**src/rtl/alu_seq_core.sv**
```systemverilog
// Registered, handshaked ALU keeping the original 3-bit opcode map and dir/bite semantics.
// Shifts/rotates either complete in one cycle or advance one bit per cycle under an FSM.
module alu_seq_core #(
    parameter int WIDTH        = 32,
    parameter int SHW          = $clog2(WIDTH),
    parameter int SERIAL_SHIFT = 1
) (
    input  logic             clk,
    input  logic             rst_n,
    input  logic             in_valid,
    output logic             in_ready,
    input  logic [WIDTH-1:0] a,
    input  logic [WIDTH-1:0] b,
    input  logic             CI,
    input  logic [2:0]       F,
    input  logic [1:0]       dir,
    input  logic [SHW-1:0]   bite,
    output logic             out_valid,
    input  logic             out_ready,
    output logic [WIDTH-1:0] S,
    output logic             CO,
    output logic             zero,
    output logic             ovf
);

    localparam int unsigned MAXN = WIDTH - 1;

    typedef enum logic [1:0] {IDLE, SHIFT, DONE} state_t;

    state_t           state;
    logic [SHW-1:0]   count;
    logic [1:0]       sdir;

    logic [WIDTH-1:0] res_s;
    logic [WIDTH-1:0] ones;
    logic [WIDTH-1:0] sh_v;
    logic             sh_co;
    logic             res_co;
    logic             res_ovf;
    logic             serial_go;
    logic [WIDTH:0]   sum;
    logic [WIDTH:0]   nxt;

    // One-bit move; returns {bit that left its position across the boundary, new word}.
    function automatic logic [WIDTH:0] step(input logic [WIDTH-1:0] v, input logic [1:0] d);
        case (d)
            2'b00:   step = {v[WIDTH-1], v[WIDTH-2:0], 1'b0};
            2'b01:   step = {v[WIDTH-1], v[WIDTH-2:0], v[WIDTH-1]};
            2'b10:   step = {v[0], 1'b0, v[WIDTH-1:1]};
            default: step = {v[0], v[0], v[WIDTH-1:1]};
        endcase
    endfunction

    always_comb begin
        ones  = '1;
        sum   = {1'b0, a} + {1'b0, b} + {{WIDTH{1'b0}}, CI};
        sh_v  = a;
        sh_co = 1'b0;
        // Same single-bit step as the serial path, so both modes give identical results.
        for (int unsigned i = 0; i < MAXN; i++) begin
            if (i < 32'(bite)) {sh_co, sh_v} = step(sh_v, dir);
        end

        res_s   = '0;
        res_co  = 1'b0;
        res_ovf = 1'b0;
        case (F)
            3'b000: res_s = '0;
            3'b001: begin
                {res_co, res_s} = sum;
                res_ovf = (a[WIDTH-1] == b[WIDTH-1]) && (sum[WIDTH-1] != a[WIDTH-1]);
            end
            3'b010: begin
                res_s  = sh_v;
                res_co = sh_co;
            end
            3'b011: res_s = dir[1] ? (a & (ones << bite)) : (a & (ones >> bite));
            3'b100: res_s = a & b;
            3'b101: res_s = a | b;
            3'b110: res_s = ~a;
            default: res_s = a ^ b;
        endcase

        serial_go = (SERIAL_SHIFT != 0) && (F == 3'b010) && (bite != '0);
        nxt       = step(S, sdir);
    end

    always_ff @(posedge clk or negedge rst_n) begin
        if (!rst_n) begin
            state <= IDLE;
            S     <= '0;
            CO    <= 1'b0;
            zero  <= 1'b0;
            ovf   <= 1'b0;
            count <= '0;
            sdir  <= '0;
        end else begin
            case (state)
                IDLE: if (in_valid) begin
                    if (serial_go) begin
                        S     <= a;
                        CO    <= 1'b0;
                        zero  <= 1'b0;
                        ovf   <= 1'b0;
                        count <= bite;
                        sdir  <= dir;
                        state <= SHIFT;
                    end else begin
                        S     <= res_s;
                        CO    <= res_co;
                        zero  <= (res_s == '0);
                        ovf   <= res_ovf;
                        state <= DONE;
                    end
                end
                SHIFT: begin
                    {CO, S} <= nxt;
                    count   <= count - 1'b1;
                    if (count == SHW'(1)) begin
                        zero  <= (nxt[WIDTH-1:0] == '0);
                        state <= DONE;
                    end
                end
                DONE: if (out_ready) state <= IDLE;
                default: state <= IDLE;
            endcase
        end
    end

    assign in_ready  = (state == IDLE);
    assign out_valid = (state == DONE);

endmodule

```
**config.mk**
```make
export PLATFORM = sky130hd
export DESIGN_NAME = alu_seq_core
export DESIGN_NICKNAME = d
export VERILOG_FILES = /design/src/rtl/alu_seq_core.sv
export SDC_FILE = /design/constraint.sdc
export NUM_CORES = 2
export LEC_CHECK = 0
export BUFFER_PORTS_ARGS = -buffer_cell sky130_fd_sc_hd__buf_4
export CAP_MARGIN = 20
export CORE_ASPECT_RATIO = 1.75
export CORE_MARGIN = 2
export CORE_UTILIZATION = 30
export CTS_CLUSTER_DIAMETER = 100
export DETAILED_ROUTE_END_ITERATION = 8
export GPL_TIMING_DRIVEN = 0
export PLACE_DENSITY = 0.56
export SYNTH_ARGS = -nofsm -noshare
export SYNTH_HDL_FRONTEND = slang
export SYNTH_SLANG_ARGS = --single-unit
export TNS_END_PERCENT = 30
```
**constraint.sdc**
```tcl
create_clock -name clk -period 2.31 [get_ports clk]
set_input_delay 0.693 -clock clk [delete_from_list [all_inputs] [get_ports clk]]
set_output_delay 0.693 -clock clk [all_outputs]
set_load 0.05 [all_outputs]
```
==> flow_summary.toml, run 1 <==
[place]
port_buffers = 113
dp.cells = 6506
hpwl_mm = 270.9
placed_area_mm2 = 0.03392
post-place-ws_ns = -10.66
gp_routability_congestion = 1.236

[synth]
synth_flop_cell = "dfrtp_1"
synth_nets = 5164
synth.most_common_cell = "nand2_1"
syn_area_mm2 = 0.03053
yosys.area_share.simple_pct = 31.53
ys_top_cells_by_count = "nand2_1 (634), nor2_1 (562), a21oi_1 (457), o21ai_0 (455), clkbuf_1 (267)"
synth.avg_cell_area_um2 = 6.083
synth_adder_area_share_pct = 2.795
synth_cells = 5018
synth_edf_count = 0
ys_ff_latch = 44
synth_compound_area_share_pct = 52.46
synth_top_area_share_pct = 7.796
synth_top_family_by_area = "compound AO/OA/AOI/OAI gates"
yosysTopAreaCell = "nand2_1"
ys_top_cells_by_area = "nand2_1 (7.8%), a21oi_1 (7.5%), o21ai_0 (7.5%)"
synthMuxAreaShare_pct = 2.181
ys_seq_area_share_pct = 3.607
synth_cell_type_count = 142
synthXorXnorAreaFrac_pct = 0.3443
ys_warn_count = 0
ys_async_sr_fraction_pct = 100.0

[floorplan]
rows = 154
die_x_um = 245.1
die_y_um = 426.0
ios = 116
start_util_pct = 30.29

[clocking]
cts_max_level = 2
clock-sinks = 44
cts_max_path_buffers = 2
cts_root_buffer = "clkbuf_16"
cts-hold-fix-buffers = 0
cts_inserted_buffers = 5

[global_routing]
grt_pass1_vias = 64180
grtUsageTotal_pct = 79.50
grt_max_degree = 45
grt_pass1_wl_mm = 618.9
grt_overflow = 2050

[outcome]
run_status = "did not finish"
tool.error = "[ERROR GRT-0116] Global routing finished with congestion. Check the congestion regions in the DRC Viewer."
haltStage = "global routing"
routing by layer:
| layer | GRT overflow | track usage, % |
|---|---|---|
| met1 | 37 | 78.35 |
| met2 | 1266 | 97.05 |
| met3 | 41 | 62.78 |
| met4 | 697 | 82.77 |
| met5 | 9 | 28.24 |
through the flow:
step | hold slack (ns) | TNS (ns)
CTS | 0.4260 | -211.63
floorplan | 0.3974 | -162.20
global placement | 0.4829 | -390.35
detailed placement | 0.4873 | -369.54
cells by family after synthesis:
kind of cell / count (synthesis)
DFF: 44
AOI/OAI and AO/OA: 2280
adders and majority gates: 67
and+or+nand+nor: 2039
xor gates and xnor gates: 12
muxes: 64
buffers and inverters: 512
timing repair:
item / CTS
resized for setup: 1369
pin swaps: 280
setup buffers: 277
setup endpoints to repair: 44
==> run 2, diff against run 1 <==
--- a/config.mk
+++ b/config.mk
@@ -7,13 +7,11 @@
 export LEC_CHECK = 0
 export BUFFER_PORTS_ARGS = -buffer_cell sky130_fd_sc_hd__buf_4
 export CAP_MARGIN = 20
-export CORE_ASPECT_RATIO = 1.75
 export CORE_MARGIN = 2
-export CORE_UTILIZATION = 30
-export CTS_CLUSTER_DIAMETER = 100
+export CORE_UTILIZATION = 20
 export DETAILED_ROUTE_END_ITERATION = 8
 export GPL_TIMING_DRIVEN = 0
-export PLACE_DENSITY = 0.56
+export PLACE_DENSITY_LB_ADDON = 0.15
 export SYNTH_ARGS = -nofsm -noshare
 export SYNTH_HDL_FRONTEND = slang
 export SYNTH_SLANG_ARGS = --single-unit
==> run 2 against run 1 <==
Compared with the run above:
- the flow now finishes, with violations (DRC, setup timing)
- synthesized cell count unchanged
- area after synthesis stayed put
==> flow_summary.toml, run 2 <==
[synth]
yosys.area_share.simple_pct = 31.53
ys_top_cells_by_count = "nand2_1 (634), nor2_1 (562), a21oi_1 (457), o21ai_0 (455), clkbuf_1 (267)"
ys_ff_latch = 44
synth_cell_type_count = 142
synth.most_common_cell = "nand2_1"
synth.avg_cell_area_um2 = 6.083
ys_top_cells_by_area = "nand2_1 (7.8%), a21oi_1 (7.5%), o21ai_0 (7.5%)"
synth_top_family_by_area = "compound AO/OA/AOI/OAI gates"
synth_compound_area_share_pct = 52.46
synthMuxAreaShare_pct = 2.181
ys_seq_area_share_pct = 3.607
synth_flop_cell = "dfrtp_1"
synth_edf_count = 0
synth_top_area_share_pct = 7.796
ys_async_sr_fraction_pct = 100.0
synth_cells = 5018
synth_nets = 5164
syn_area_mm2 = 0.03053
synthXorXnorAreaFrac_pct = 0.3443
synth_adder_area_share_pct = 2.795
ys_warn_count = 0
yosysTopAreaCell = "nand2_1"

[floorplan]
ios = 116
start_util_pct = 20.12
rows = 143
coreArea_mm2 = 0.1517
die_y_um = 394.7
die_area_mm2 = 0.1558
die_x_um = 394.7

[layout]
regMostFlops = "S"
largest_reg_flops = 32
drive_above_1_share_pct = 38.41
nNetsFinal = 5839
fin_cells = 7736
fin_util_pct = 32.04
final-seq-area_mm2 = 0.001101
synthToLayoutAreaGrowth_pct = 59.23
finalInstanceArea_mm2 = 0.04861
final_common_cell = "buf_4"
multi_input_area_mm2 = 0.03556
reg_top3 = "S x32, count x5"
final_cell_mix = "buf_4 (615), nand2_1 (570), nor2_1 (458)"
fillers = 16780

[routing]
finalWirelength_mm = 324.9
drc = 11
wl_per_cell_um = 41.99
dr.pass1.iters = 9
drtAntennaViolNets = 0
first_iter_violations = 9857
vias = 55140
routed_via_density = 7.128

[global_routing]
antenna_found_initial = 20
grt_max_degree = 45
grt_pass1_vias = 51070
grtUsageTotal_pct = 39.20
grt_pass1_wl_mm = 436.4
grt_overflow = 0

[sta]
worstMarginPinSlew_ns = 1.311
period_needed_ns = 8.726
slew_headroom_pct = 12.25
setup_ws_ns = -6.416
fmax_mhz = 114.6
drv_slew = 0
finalHoldViolations = 0
rsz0062_at_grt = "true"
finalCritPeriodShare_pct = 377.7
skew_ns = 0.009261
setup_violations = 43

[place]
dp.cells = 7186
hpwl_mm = 249.9
post-place-ws_ns = -11.95
port_buffers = 113
placed_area_mm2 = 0.03454
gp_routability_congestion = 1.097

[critical_path]
startpoint_type = "input port"
endpoint_kind = "flip-flop"
cp_data_arrival_time_ns = 8.93
worst-path-max-fanout = 10
critPathRequiredTime_ns = 2.52
crit_buf_inv = 10
slowest_stage = "a211oi_2"
critical_path_class = "input port to flip-flop"
critPathTopFamily = "compound AO/OA/AOI/OAI gates"
worst_path_most_repeated_cell = "buf_4"
critPathMaxStageDelay_ns = 0.62

[power_and_ir_drop]
finalPower_mw = 22.66
swShare_pct = 63.13
p_seq_share_pct = 7.5
power_frac_comb_pct = 89.2
leakagePower_nw = 16.94
power_density_mw_per_mm2 = 466.1
vdd_drop_max_uv = 643.2
intPower_mw = 8.354
clkPwrFrac_pct = 3.3
power.net_switching_mw = 14.30

[clocking]
cts_inserted_buffers = 5
cts_max_path_buffers = 2
clock-sinks = 44
cts_max_level = 2
clk_latency_ns = 0.30
cts-hold-fix-buffers = 0
clk_pin_slew_ns = 0.07
cts_root_buffer = "clkbuf_16"
cts_tree = "yes"

[outcome]
run_status = "complete, but fails checks"
violations = "DRC, setup timing"

[flow_run]
max_cap_viol_count = 0

[min_path]
min_path_type = "input port to asynchronous set/reset pin"
[run 2: cell counts after synthesis]
Identical to the previous run, type by type.
[run 2: kinds of logic (layout without fill, tap and decap cells)]
logic type / count (synthesis) / after routing
buf+inv: 512 / 1188
flops: 44 / 44
other cells: 0 / 12
compound gates: 2280 / 2280
xor+xnor: 12 / 12
simple gates: 2039 / 2039
fa+ha+maj: 67 / 67
mux: 64 / 64
[run 2: routing by layer]
layer / global-route usage, % / part of all wire (%) / up-vias
met1: 50.11 / 37 / 26570
li1: - / - / 20930
met2: 53.59 / 38 / 5887
met5: 0.06158 / 0.082 / -
met3: 14.62 / 15 / 1731
met4: 27.49 / 9.6 / 28
[run 2: repair_timing]
| action | 4_1_cts | 5_1_grt |
|---|---|---|
| setup buffers | 411 | 127 |
| pin swaps | 421 | 265 |
| cloned | 1 | 0 |
| endpoints found under the setup margin | 44 | 44 |
| resized for setup | 1702 | 458 |
[run 2: stage by stage]
step                      setup TNS [ns]  hold slack (ns)
after floorplan                  -162.20           0.3974
after global placement           -414.14           0.4900
after detailed placement         -389.35           0.5062
after CTS                        -202.41           0.4305
after global routing             -215.92           0.4500
final                            -216.00           0.4057
[run 2: worst paths after layout]
path / start / end / slack (ns) / depth (start not counted)
setup / recovery: dir[1] / zero / -6.42 / 34
hold / removal: rst_n / S[8] / 0.41 / 1
setup reg to reg: state[0] / zero / -0.39 / 7
hold reg to reg: count[4] / count[4] / 0.51 / 2
max in group asynchronous: rst_n / S[22] / 1.46 / 1
min in group clk: count[4] / count[4] / 0.51 / 2
[run 2: area by class of cell]
| cell class | count | area share [%] |
|---|---|---|
| inverters | 101 | 0.8160 |
| clock inverters | 1 | 0.01802 |
| well taps | 2030 | 5.225 |
| multi-input cells | 4462 | 73.16 |
| flip-flops and latches | 44 | 2.265 |
| clock buffers | 7 | 0.2728 |
| plain buffers | 399 | 6.232 |
| diodes | 12 | 0.06178 |
| repair buffers | 680 | 11.95 |
[run 2: power by group through the flow]
stage | registers, mW | logic [mW] | clock network [mW]
2_1_floorplan | 2.33 | 7.35 | 0
3_3_place_gp | 1.69 | 14.2 | 0
3_5_place_dp | 1.68 | 14.1 | 0
4_1_cts | 1.67 | 17.8 | 0.759
5_1_grt | 1.73 | 20.3 | 0.790
6_report | 1.69 | 20.2 | 0.755
Note: power is estimated with default switching activity, not from simulation.
